<file path="config.mk">
export PLATFORM = sky130hd
export DESIGN_NAME = rd_writeback_buffer
export DESIGN_NICKNAME = d
export VERILOG_FILES = /design/src/rtl/rv_pkg.sv /design/src/rtl/wb_opclass_decode.sv /design/src/rtl/rd_writeback_buffer.sv
export SDC_FILE = /design/constraint.sdc
export NUM_CORES = 1
export LEC_CHECK = 0
export ABC_CLOCK_PERIOD_IN_PS = 3880
export BUFFER_PORTS_ARGS = -buffer_cell sky130_fd_sc_hd__buf_2
export CORE_ASPECT_RATIO = 1.5
export CORE_MARGIN = 2
export CORE_UTILIZATION = 55
export CTS_BUF_LIST = sky130_fd_sc_hd__clkbuf_8
export CTS_CLUSTER_SIZE = 25
export DETAILED_ROUTE_END_ITERATION = 8
export PLACE_DENSITY = 0.84
export SLEW_MARGIN = 20
export SYNTH_ARGS = -nofsm -noshare
export SYNTH_HDL_FRONTEND = slang
export SYNTH_HIERARCHICAL = 1
export SYNTH_SLANG_ARGS = --single-unit
</file>
<file path="constraint.sdc">
create_clock -name clk -period 3.88 [get_ports clk]
set_clock_uncertainty 0.1 [all_clocks]
set_input_delay 0.388 -clock clk [delete_from_list [all_inputs] [get_ports clk]]
set_output_delay 0.388 -clock clk [all_outputs]
set_load 0.05 [all_outputs]
</file>
<file path="src/rtl/rv_pkg.sv">
`default_nettype none
// +----------------------------------------------------------------------+
// | Package : rv_pkg                                                     |
// | Shared RISC-V opcode class constants and datapath width defaults.    |
// | Revision: 1.0 - initial release                                      |
// +----------------------------------------------------------------------+
package rv_pkg;

  // Default datapath and register-address widths
  localparam int XLEN_DEF = 32;
  localparam int AW_DEF   = 5;

  // Major opcode class, taken from opcode[6:2]
  typedef logic [4:0] opclass_t;

  localparam opclass_t OP_LOAD   = 5'b00000;
  localparam opclass_t OP_IMM    = 5'b00100;
  localparam opclass_t OP_AUIPC  = 5'b00101;
  localparam opclass_t OP_STORE  = 5'b01000;
  localparam opclass_t OP_REG    = 5'b01100;
  localparam opclass_t OP_LUI    = 5'b01101;
  localparam opclass_t OP_BRANCH = 5'b11000;
  localparam opclass_t OP_JALR   = 5'b11001;
  localparam opclass_t OP_JAL    = 5'b11011;
  localparam opclass_t OP_SYSTEM = 5'b11100;

endpackage : rv_pkg
`default_nettype wire

</file>
<file path="src/rtl/wb_opclass_decode.sv">
`default_nettype none
// +----------------------------------------------------------------------+
// | Module  : wb_opclass_decode                                          |
// | Flags opcodes whose instruction writes the destination register.     |
// | Revision: 1.0 - initial release                                      |
// +----------------------------------------------------------------------+
module wb_opclass_decode
  import rv_pkg::*;
(
  input  logic [6:0] i_opcode,
  output logic       o_writes_rd
);

  // The low two opcode bits are always 2'b11 for 32-bit encodings and carry
  // no class information.
  logic w_unused_low_bits;
  assign w_unused_low_bits = ^i_opcode[1:0];

  // Only loads, ALU ops, upper-immediates and jumps produce an rd value
  always_comb begin
    case (opclass_t'(i_opcode[6:2]))
      OP_LOAD, OP_IMM, OP_REG, OP_LUI,
      OP_AUIPC, OP_JAL, OP_JALR:       o_writes_rd = 1'b1;
      default:                         o_writes_rd = 1'b0;
    endcase
  end

endmodule : wb_opclass_decode
`default_nettype wire

</file>
<file path="src/rtl/rd_writeback_buffer.sv">
`default_nettype none
// +----------------------------------------------------------------------+
// | Module  : rd_writeback_buffer                                        |
// | Queues register writebacks, drains one per cycle into the register   |
// | file and forwards the youngest pending value to operand readers.     |
// | Revision: 1.0 - initial release                                      |
// +----------------------------------------------------------------------+
module rd_writeback_buffer
  import rv_pkg::*;
#(
  parameter int XLEN  = XLEN_DEF,
  parameter int DEPTH = 4,
  parameter int AW    = AW_DEF
) (
  input  logic                     clk,
  input  logic                     rst,
  input  logic                     in_valid,
  output logic                     in_ready,
  input  logic [6:0]               in_opcode,
  input  logic [AW-1:0]            in_rd,
  input  logic [XLEN-1:0]          in_data,
  output logic                     wr_en,
  input  logic                     wr_ready,
  output logic [AW-1:0]            wr_addr,
  output logic [XLEN-1:0]          wr_data,
  input  logic [AW-1:0]            fwd_addr,
  output logic                     fwd_hit,
  output logic [XLEN-1:0]          fwd_data,
  output logic [$clog2(DEPTH):0]   count
);

  localparam int PW = $clog2(DEPTH);
  localparam int CW = PW + 1;
  localparam logic [CW-1:0] c_full = CW'(DEPTH);

  logic [DEPTH-1:0]    r_valid;
  logic [AW-1:0]       r_rd   [DEPTH];
  logic [XLEN-1:0]     r_data [DEPTH];
  logic [PW-1:0]       r_head;
  logic [PW-1:0]       r_tail;
  logic [CW-1:0]       r_count;

  logic                w_writes_rd;
  logic                w_push;
  logic                w_pop;
  logic                w_empty;

  wb_opclass_decode u_decode (
    .i_opcode    (in_opcode),
    .o_writes_rd (w_writes_rd)
  );

  // No full-bypass: a pop in the same cycle does not open a full buffer
  assign in_ready = (r_count != c_full);
  assign w_empty  = (r_count == '0);
  assign wr_en    = !w_empty;
  assign count    = r_count;

  // Non-writing results and writes to x0 are accepted but dropped
  assign w_push = in_valid && in_ready && w_writes_rd && (in_rd != '0);
  assign w_pop  = wr_en && wr_ready;

  assign wr_addr = w_empty ? '0 : r_rd[r_head];
  assign wr_data = w_empty ? '0 : r_data[r_head];

  // Pointers, occupancy and entry valid bits; reset flushes pending writes
  always_ff @(posedge clk or negedge rst) begin
    if (!rst) begin
      r_head  <= '0;
      r_tail  <= '0;
      r_count <= '0;
      r_valid <= '0;
    end else begin
      if (w_pop) begin
        r_valid[r_head] <= 1'b0;
        r_head          <= r_head + 1'b1;
      end
      if (w_push) begin
        r_valid[r_tail] <= 1'b1;
        r_tail          <= r_tail + 1'b1;
      end
      case ({w_push, w_pop})
        2'b10:   r_count <= r_count + 1'b1;
        2'b01:   r_count <= r_count - 1'b1;
        default: r_count <= r_count;
      endcase
    end
  end

  // Entry payload needs no reset; valid bits qualify it
  always_ff @(posedge clk) begin
    if (w_push) begin
      r_rd[r_tail]   <= in_rd;
      r_data[r_tail] <= in_data;
    end
  end

  // Scan oldest to youngest so the last match seen is the youngest one
  always_comb begin
    fwd_hit  = 1'b0;
    fwd_data = '0;
    for (int k = 0; k < DEPTH; k++) begin
      if (r_valid[r_head + PW'(k)] && (r_rd[r_head + PW'(k)] == fwd_addr) &&
          (fwd_addr != '0)) begin
        fwd_hit  = 1'b1;
        fwd_data = r_data[r_head + PW'(k)];
      end
    end
  end

endmodule : rd_writeback_buffer
`default_nettype wire

</file>
==> flow_summary.toml <==
[timing]
setup-violations-final = 32
relSlewSlack = 0.452
hold_viol = 0
fin_crit_ps = 4110
fmax_mhz = 243
final_max_slew_viol_count = 0
fin_crit_sh = 1.06
tightest_slew_ps = 821
rsz0062_at_grt = "yes"
setup_ws_ps = -227

[global_route]
grt_pass1_wl_um = 40200
grt_pass1_vias = 7710
grt_max_degree = 131
overflow = 0
antenna_found_initial = 3
grt_usage = 0.268

[critical_path]
worst-path-max-fanout = 22
criticalPathCategory = "reg -> out"
reg2regPathDepth = 6
cp_data_required_time_ps = 3390
critPathArrivalTime_ps = 3620
cp-end-kind = "primary output"
start_kind = "register"

[synthesis]
synth_nets = 885
synthCells = 822
ys_ff_latch = 159
synth_edf_count = 148
synthFlopType = "edfxtp_1"
ys_seq_area_frac = 0.456
async_flop_share = 0.0692
synth_area_um2 = 10400
synth_warnings = 6
avgSynthCellArea_um2 = 12.6
synth_cell_types = 41

[detailed_routing]
via_per_inst = 6.24
wl_per_cell_um = 21.3
wirelength_um = 25600
drt-met1-wl_um = 9340
dr.pass1.iters = 5
met2_length_um = 14200
wl_met3_um = 1330
initialDrtViolationCount = 554
ant_nets = 0
drc = 0
highest_layer = "met4"
vias = 7515

[power]
ir_worst_vdd_mv = 1.20
leakagePower_nw = 4.59
powerDensity_nw_per_um2 = 784

[cts]
cts_max_path_buffers = 2
clock_sinks = 159
clkTransAtPathRegs_ps = 80
root_buffer = "clkbuf_8"
cts_buffers = 17
clk_latency_ps = 460
cts_tree = "done"
h-tree-depth = 4

[placement]
portBuffers = 125
globalplace.congestion = 0.790
pre_cts_slack_ps = 194
dpl.cell_count = 1157
place_hpwl_um = 16400

[floorplan]
ioPinCount = 128
rows = 61
core_um2 = 18500
initial_core_util = 0.561
die_w_um = 116
dieArea_um2 = 20000
die_y_um = 172

[cells_and_area]
syn_to_final_growth_pct = 23.4
fin_cells = 1204
final_common_cell = "edfxtp_1"
final_nets = 1000
drive_gt1_frac = 0.437
final_cell_mix = "edfxtp_1 (148), nor2_1 (101), buf_2 (92)"

[outcome]
violations = "setup timing"
status = "finished, violations left"

[worst_hold_path]
hold_path_class = "in -> reg"
holdPathStages = 1

[job]
maxCapViolations = 0
state kept, by name, indices dropped and copies added, names as in the netlist:
name / count
r_rd: 20
r_tail: 2
r_head: 2
count: 3
r_valid: 4
r_data: 128
layout make-up:
| type | count | area [um2] |
|---|---|---|
| timing repair buffer | 167 | 1400 |
| clock buffer | 17 | 234 |
| antenna | 3 | 7.51 |
| tap | 252 | 315 |
| sequential | 159 | 4720 |
| inverter | 44 | 170 |
| clock inverter | 14 | 193 |
| fill | 1255 | 5690 |
| multi-input combinational | 548 | 5740 |
through the flow:
| step | total power [mW] | utilization | cell area, um2 | hold WS (ps) | setup TNS (ps) |
|---|---|---|---|---|---|
| floorplan | 7.17 | - | 10800 | -7.59 | 0 |
| global placement | 8.14 | 0.638 | 11800 | 168 | 0 |
| detailed placement | 8.27 | 0.638 | 11800 | 177 | 0 |
| CTS | 9.96 | 0.689 | 12700 | 18.2 | -2940 |
| global route | 10.5 | 0.692 | 12800 | 29.6 | -7640 |
| finish | 10.0 | 0.692 | 12800 | 39.6 | -5170 |
Yosys cell counts (all sizes together) (2+ instances only):
| library cell | number | area share |
|---|---|---|
| xnor2 | 16 | 0.014 |
| a21o | 4 | 0.0029 |
| edfxtp | 148 | 0.43 |
| nand2 | 38 | 0.014 |
| a21oi | 66 | 0.032 |
| buf | 40 | 0.022 |
| a211o | 2 | 0.0017 |
| ha | 9 | 0.011 |
| nor3 | 36 | 0.031 |
| inv | 43 | 0.016 |
| o211ai | 2 | 0.0014 |
| nand3 | 4 | 0.0019 |
| nor2b | 6 | 0.0036 |
| dfrtp | 11 | 0.027 |
| and2 | 6 | 0.0036 |
| nor2 | 101 | 0.037 |
| mux2i | 51 | 0.049 |
| clkbuf | 31 | 0.011 |
| nand4b | 2 | 0.0031 |
| mux4 | 78 | 0.17 |
| o21ai | 40 | 0.019 |
| nor4 | 3 | 0.0033 |
| nand4 | 2 | 0.0012 |
| xor2 | 12 | 0.010 |
| mux2 | 32 | 0.035 |
| a221oi | 32 | 0.045 |
metal layers:
layer / vias up / global-route usage
met5: - / 0
met1: 3787 / 0.310
met4: 0 / 0.117
li1: 3375 / -
met3: 60 / 0.0442
met2: 293 / 0.486
path summary, 6_finish.rpt:
check / start / endpoint / slack (ps)
setup / recovery: r_head[0] / fwd_data[17] / -230
max in group asynchronous: rst / r_head[0] / 3230
setup reg to reg: count[0] / r_data[2][4] / 1210
hold reg to reg: count[2] / count[2] / 470
min in group asynchronous: rst / count[1] / 220
hold / removal: in_data[30] / r_data[0][30] / 40
worst max-delay path, cell delays in order (launching register included):
cell	delay (ps)
dfrtp_4	430
clkinv_4	60
ha_4	270
buf_12	120
mux4_2	530
xnor2_2	180
nand4_1	170
nor4b_4	300
buf_6	160
buf_12	140
buf_16	180
a21oi_1	120
a221oi_4	260
buf_6	200
logic make-up after synthesis:
logic type,count (synthesis),synth area share
and+or+nand+nor,201,0.101
muxes,161,0.254
DFF,159,0.455
AOI/OAI and AO/OA,148,0.104
buffers and inverters,115,0.0490
xor gates and xnor gates,28,0.0237
adders and majority gates,10,0.0128
power by group:
part,internal [mW],switching (mW)
combinational,2.58,4.00
clock,0.697,0.622
sequential,2.01,0.111
total,5.29,4.73
what timing repair did:
action                                  4_1_cts  5_1_grt
endpoints found under the setup margin       33       33
pin swaps                                     7        3
gates cloned                                  2        0
hold buffers                                  1        0
endpoints found under the hold margin        11        0
gates resized for setup                     100       16
setup buffers                                 9        2
Power figures use the tool's default switching activity.
